==> config.mk <==
export PLATFORM = sky130hd
export DESIGN_NAME = bat_fb_writer
export DESIGN_NICKNAME = d
export VERILOG_FILES = /design/src/rtl/bat_fb_writer.sv
export SDC_FILE = /design/constraint.sdc
export NUM_CORES = 1
export LEC_CHECK = 0
export BUFFER_PORTS_ARGS = -buffer_cell sky130_fd_sc_hd__buf_4
export CAP_MARGIN = 20
export CORE_ASPECT_RATIO = 0.9
export CORE_MARGIN = 2
export CORE_UTILIZATION = 55
export DETAILED_ROUTE_END_ITERATION = 8
export PLACE_DENSITY = 0.79
export SLEW_MARGIN = 15
export SYNTH_ARGS = -nofsm -noshare
export SYNTH_HDL_FRONTEND = slang
export SYNTH_SLANG_ARGS = --single-unit
==> constraint.sdc <==
create_clock -name clk -period 4.1 [get_ports clk]
set_input_delay 0.82 -clock clk [delete_from_list [all_inputs] [get_ports clk]]
set_output_delay 0.82 -clock clk [all_outputs]
set_load 0.005 [all_outputs]
==> src/rtl/bat_fb_writer.sv <==
// Bat sprite framebuffer writer. Decodes toggle-strobed bat commands from the CPU clock
// domain and streams erase/draw/clear glyph writes over a valid/ready port.
module bat_fb_writer #(
  parameter int unsigned COLS       = 80,
  parameter int unsigned ROWS       = 30,
  parameter int unsigned BAT_LEN    = 8,
  parameter int unsigned BAT_ROW    = 28,
  parameter logic [7:0]  CHAR_BAT   = 8'hDB,
  parameter logic [7:0]  CHAR_BLANK = 8'h20
) (
  input  logic        clk,
  input  logic        rst,
  input  logic [4:0]  bat_ctl,
  output logic [11:0] fb_addr,
  output logic [7:0]  fb_data,
  output logic        fb_we,
  input  logic        fb_ready,
  output logic [6:0]  bat_x,
  output logic        busy,
  output logic        cmd_drop
);

  localparam logic [11:0] LastCell = 12'(COLS * ROWS - 1);
  localparam logic [11:0] LastBeat = 12'(BAT_LEN - 1);
  localparam logic [11:0] RowBase  = 12'(BAT_ROW * COLS);
  localparam logic [7:0]  MaxX     = 8'(COLS - BAT_LEN);
  localparam logic [6:0]  CentreX  = 7'((COLS - BAT_LEN) / 2);
  localparam logic [3:0]  OpClear  = 4'd6;

  // StRst holds outputs quiet for the cycle(s) rst is asserted.
  typedef enum logic [2:0] {StRst, StInitClr, StIdle, StErase, StDraw, StClr} state_e;

  state_e      state_q, state_d;
  logic [4:0]  sync1_q, sync2_q;
  logic        tog_q, cmd_stb_q;
  logic [3:0]  cmd_op_q;
  logic [11:0] cnt_q, cnt_d;
  logic [6:0]  bat_x_q, bat_x_d, old_x_q, old_x_d, new_x_q, new_x_d;
  logic        pend_vld_q, pend_vld_d;
  logic [3:0]  pend_op_q, pend_op_d;
  logic        drop_q, drop_d;
  logic        new_cmd, accept, exec_vld;
  logic [3:0]  exec_op;
  logic [6:0]  tgt;

  // Saturated move target computed in signed 8-bit space.
  function automatic logic [6:0] move_target(input logic [3:0] op, input logic [6:0] x);
    logic signed [7:0] t;
    t = signed'({1'b0, x});
    case (op)
      4'd1:    t = t - 8'sd1;
      4'd2:    t = t + 8'sd1;
      4'd3:    t = t - 8'sd4;
      4'd4:    t = t + 8'sd4;
      4'd5:    t = signed'({1'b0, CentreX});
      default: ;
    endcase
    if (t < 8'sd0) t = 8'sd0;
    else if (t > signed'(MaxX)) t = signed'(MaxX);
    return t[6:0];
  endfunction

  // Two-flop synchroniser plus toggle edge detect; history preloaded on reset.
  always_ff @(posedge clk) begin
    if (rst) begin
      sync1_q   <= bat_ctl;
      sync2_q   <= bat_ctl;
      tog_q     <= bat_ctl[4];
      cmd_stb_q <= 1'b0;
      cmd_op_q  <= 4'd0;
    end else begin
      sync1_q   <= bat_ctl;
      sync2_q   <= sync1_q;
      tog_q     <= sync2_q[4];
      cmd_stb_q <= sync2_q[4] ^ tog_q;
      cmd_op_q  <= sync2_q[3:0];
    end
  end

  // FSM, counter, position and pending-command state registers.
  always_ff @(posedge clk) begin
    if (rst) begin
      state_q    <= StRst;
      cnt_q      <= 12'd0;
      bat_x_q    <= CentreX;
      old_x_q    <= 7'd0;
      new_x_q    <= 7'd0;
      pend_vld_q <= 1'b0;
      pend_op_q  <= 4'd0;
      drop_q     <= 1'b0;
    end else begin
      state_q    <= state_d;
      cnt_q      <= cnt_d;
      bat_x_q    <= bat_x_d;
      old_x_q    <= old_x_d;
      new_x_q    <= new_x_d;
      pend_vld_q <= pend_vld_d;
      pend_op_q  <= pend_op_d;
      drop_q     <= drop_d;
    end
  end

  // Next-state, command dispatch and write-port outputs.
  always_comb begin
    state_d    = state_q;
    cnt_d      = cnt_q;
    bat_x_d    = bat_x_q;
    old_x_d    = old_x_q;
    new_x_d    = new_x_q;
    pend_vld_d = pend_vld_q;
    pend_op_d  = pend_op_q;
    drop_d     = 1'b0;
    fb_we      = 1'b0;
    fb_addr    = 12'd0;
    fb_data    = CHAR_BLANK;
    exec_vld   = 1'b0;
    exec_op    = 4'd0;
    tgt        = bat_x_q;
    // Only opcodes 1..6 do anything; everything else is silently ignored.
    new_cmd    = cmd_stb_q && (cmd_op_q >= 4'd1) && (cmd_op_q <= 4'd6);
    accept     = 1'b0;

    if (state_q != StIdle && new_cmd) begin
      if (pend_vld_q) begin
        drop_d = 1'b1;
      end else begin
        pend_vld_d = 1'b1;
        pend_op_d  = cmd_op_q;
      end
    end

    case (state_q)
      StRst: state_d = StInitClr;
      StInitClr, StClr: begin
        fb_we   = 1'b1;
        fb_addr = cnt_q;
        accept  = fb_ready;
        if (accept) begin
          if (cnt_q == LastCell) begin
            cnt_d   = 12'd0;
            state_d = StDraw;
          end else begin
            cnt_d = cnt_q + 12'd1;
          end
        end
      end
      StErase: begin
        fb_we   = 1'b1;
        fb_addr = RowBase + 12'(old_x_q) + cnt_q;
        accept  = fb_ready;
        if (accept) begin
          if (cnt_q == LastBeat) begin
            cnt_d   = 12'd0;
            bat_x_d = new_x_q;
            state_d = StDraw;
          end else begin
            cnt_d = cnt_q + 12'd1;
          end
        end
      end
      StDraw: begin
        fb_we   = 1'b1;
        fb_addr = RowBase + 12'(bat_x_q) + cnt_q;
        fb_data = CHAR_BAT;
        accept  = fb_ready;
        if (accept) begin
          if (cnt_q == LastBeat) begin
            cnt_d   = 12'd0;
            state_d = StIdle;
          end else begin
            cnt_d = cnt_q + 12'd1;
          end
        end
      end
      StIdle: begin
        // A pending command wins; a toggle landing the same cycle refills the slot.
        if (pend_vld_q) begin
          exec_vld   = 1'b1;
          exec_op    = pend_op_q;
          pend_vld_d = new_cmd;
          pend_op_d  = cmd_op_q;
        end else if (new_cmd) begin
          exec_vld = 1'b1;
          exec_op  = cmd_op_q;
        end
        if (exec_vld) begin
          if (exec_op == OpClear) begin
            state_d = StClr;
          end else begin
            tgt = move_target(exec_op, bat_x_q);
            if (tgt != bat_x_q) begin
              old_x_d = bat_x_q;
              new_x_d = tgt;
              state_d = StErase;
            end
          end
        end
      end
      default: state_d = StRst;
    endcase
  end

  assign bat_x    = bat_x_q;
  assign busy     = (state_q != StIdle);
  assign cmd_drop = drop_q;

endmodule

==> impl_metrics.tcl <==
set metrics [dict create \
    synth_flop_cell "dfxtp_1" \
    place.gp.congestion 0.972 \
    synth-xor-area-share_pct 4.20 \
    timing.max_slew.rel_slack_pct 54.8 \
    ys_ff_latch 58 \
    ys_types 85 \
    detailedRoute.firstPassIterationCount 7 \
    synth_mux_area_share_pct 7.02 \
    synthCells 583 \
    vias 4774 \
    start_util_pct 56.2 \
    dieArea_sq_um 9480 \
    pin_count_of_the_biggest_net_entering_global_routing 60 \
    globalRoute.totalOverflow 0 \
    synth_edf_count 0 \
    type_of_the_worst_min_delay_path "reg2reg" \
    mostFrequentLayoutCell "buf_4" \
    setup_ws_ns -0.104 \
    detailed_router_s_first_iteration_violation_count 341 \
    endpoint "new_x_q[5]" \
    postSynthAreaPerCell_sq_um 8.22 \
    flow.area_growth_from_synthesis_pct 29.8 \
    cts-buffers-inserted 9 \
    antenna_found_initial 0 \
    ys_async_sr_fraction_pct 0 \
    floorplan.die.height_um 92.6 \
    final_cell_area_sq_um 6220 \
    critPathLaunchType "flip-flop" \
    rr_startpoint "cmd_stb_q" \
    multiInputGateArea_sq_um 3690 \
    postPlaceCellArea_sq_um 5390 \
    cts_root_buf "clkbuf_8" \
    synthDominantCellAreaShare_pct 24.2 \
    synth_top_family_by_area "compound AO/OA/AOI/OAI gates" \
    critical_path.startpoint "cmd_stb_q" \
    drv_cap 0 \
    violations_in_the_final_reports "negative setup slack" \
    synth-simple-area-share_pct 20.3 \
    worst_ep_required_time_ns 4.33 \
    detail_route.wirelength_mm 13.7 \
    synth_top_cells_by_area "dfxtp_1 24%, ha_1 11%, mux2i_1 4.6%" \
    grt_first_pass_wirelength_mm 21.0 \
    number_of_antenna_cells_inserted 0 \
    rows 32 \
    largest_incremental_delay_on_the_critical_path_ns 0.41 \
    synth-compound-area-share_pct 24.9 \
    numPortBuffers 36 \
    cp_slowest_cell "or3b_4" \
    run_status "complete, but fails checks" \
    htree_levels 3 \
    footprint_of_the_flip_flops_and_latches_sq_um 1170 \
    dp.final_hpwl_mm 9.57 \
    critical_path_class "reg2reg" \
    cts.hold.buffers_added 0 \
    share_of_synthesized_area_occupied_by_flip_flops_and_latches_pct 24.2 \
    number_of_design_rule_violations_left_after_detail_routing 0 \
    worst_pin_slew_ns 0.670 \
    via_count_of_the_first_global_routing_pass 4374 \
    fin_crit_sh_pct 103 \
    crit_arrival_ns 4.43 \
    final_net_count 715 \
    io_pins 38 \
    finalMaxSlewViolations 0 \
    layout.core_utilization_pct 73.0 \
    synth_area_leader_cell "dfxtp_1" \
    r2r-end "new_x_q[5]" \
    reg2reg_depth 19 \
    avgRoutedWirePerCell_um 17.4 \
    hold_violations 0 \
    cts_tree "yes" \
    drive_gt1_share_pct 29.4 \
    power_density_nw_per_um2 301 \
    synthesis.area_sq_um 4790 \
    timing.critical_path.to_type "flip-flop" \
    final.min_clock_period_ns 4.20 \
    leakagePower_nw 2.73 \
    cp_common_cell "buf_4" \
    yosysWarnings 0 \
    skew_ns 0.0122 \
    die_x_um 102 \
    final_cell_mix "94 x buf_4, 49 x dfxtp_1, 46 x nor2_1" \
    setup_total_negative_slack_ns -0.985 \
    fmax_mhz 238 \
    crit_path_cell_trace "or3b_4, buf_4, o21ai_4, nor2_4, nand2_8, inv_4, fa_2, nand2b_4, a21oi_1, o311ai_0, o21ai_1, and3b_2, buf_4, a21oi_2, or3_4, a211oi_4, a31oi_4, buf_12, mux2_4" \
    via_density 6.07 \
    coreArea_sq_um 8530 \
    worst-path-max-fanout 8 \
    fillerInstances 657 \
    ir_drop_mv 0.319 \
    register_to_register_setup_slack_ns -0.10 \
    yosys.area_share.adder_pct 12.4 \
    clk_latency_ns 0.34 \
    setup_repair_after_global_routing_missed_its_margin "yes" \
    cts.sinks 58 \
    final_setup_vio_count 14 \
    grt_util_all_layers_pct 27.6 \
    clock_path_buffers 2 \
    pre_cts_ws_ns -0.252 \
    syn-num-nets 636 \
    detail-route-antenna-nets 0 \
    clk_pin_slew_ns 0.08 \
]
==> worst max-delay path, delay by kind of cell, from the launching register on <==
| kind | cells | cell delay, ns |
|---|---|---|
| AO/OA/AOI/OAI | 7 | 1.17 |
| adder cells (fa/ha/maj) | 1 | 0.36 |
| buffers and inverters | 4 | 0.51 |
| flip-flops | 1 | 0.35 |
| multiplexers | 1 | 0.28 |
| AND/OR/NAND/NOR | 6 | 1.42 |
==> registers in the layout, indices dropped and copies added (netlist names) <==
name and cells:
pend_vld_q 1, tog_q 1, new_x_q 7, cmd_op_q 4, state_q 3, sync1_q 5, cmd_drop 1, cnt_q 12
old_x_q 7, bat_x 7, sync2_q 5, cmd_stb_q 1, pend_op_q 4
==> cells in the mapped netlist (all sizes together), types with 6 or more instances <==
library cell  instances
dfxtp                58
nor2                 49
ha                   41
inv                  41
o21ai                39
nand2                35
a21oi                33
nand2b               24
mux2i                22
clkbuf               20
xnor2                16
a21o                 15
nor2b                15
buf                  14
nor3                 13
nand3                11
mux2                 10
and3                  7
or3                   7
xor2                  7
a22o                  6
==> how the worst min path moves through the flow <==
stage | startpoint | slack [ns] | cells past startpoint | endpoint
finish | sync2_q[2] | 0.44 | 1 | cmd_op_q[2]
global route | sync2_q[2] | 0.47 | 1 | cmd_op_q[2]
CTS | sync2_q[2] | 0.44 | 1 | cmd_op_q[2]
detailed placement | sync2_q[2] | 0.43 | 1 | cmd_op_q[2]
global placement | sync2_q[2] | 0.42 | 1 | cmd_op_q[2]
floorplan | sync2_q[0] | 0.41 | 1 | cmd_op_q[0]
==> report_power, final <==
| part | total (mW) | internal [mW] | leakage, nW | switching, mW |
|---|---|---|---|---|
| clock network | 0.665 | 0.409 | 0.124 | 0.256 |
| logic | 0.557 | 0.262 | 2.13 | 0.294 |
| registers | 0.653 | 0.594 | 0.477 | 0.0588 |
==> stage by stage <==
stage | power [mW] | hold WS (ns) | instances
after detailed placement | 1.14 | 0.426 | 748
after global placement | 1.13 | 0.415 | 748
after CTS | 1.83 | 0.444 | 772
final | 1.87 | 0.442 | 786
after global routing | 1.96 | 0.467 | 786
after floorplan | 0.982 | 0.414 | 583
==> logic make-up after synthesis <==
group,Yosys count
other,1
muxes,32
DFF,58
adders and majority gates,45
and+or+nand+nor,186
xor gates and xnor gates,23
buffers and inverters,75
AOI/OAI and AO/OA,163
==> layout make-up <==
type                       count  area share (%)
tap                          119            2.39
multi-input combinational    451            59.3
timing repair buffer         101            12.9
clock inverter                 7            2.01
clock buffer                   9            1.99
inverter                      41            2.51
sequential                    58            18.9
==> repair_timing <==
item	CTS	global route
cloned	0	1
resized for setup	33	52
buffers inserted	8	13
setup endpoints to repair	19	18
pin swaps	9	30
==> per-layer routing <==
layer	wire length (um)	up-vias	track usage, %
met2	6220	212	42.5
met4	189	0	6.56
met5	0	-	0
met1	6270	2271	39.7
met3	1040	24	5.36
li1	-	2267	-
Note: power is estimated with default switching activity, not from simulation.
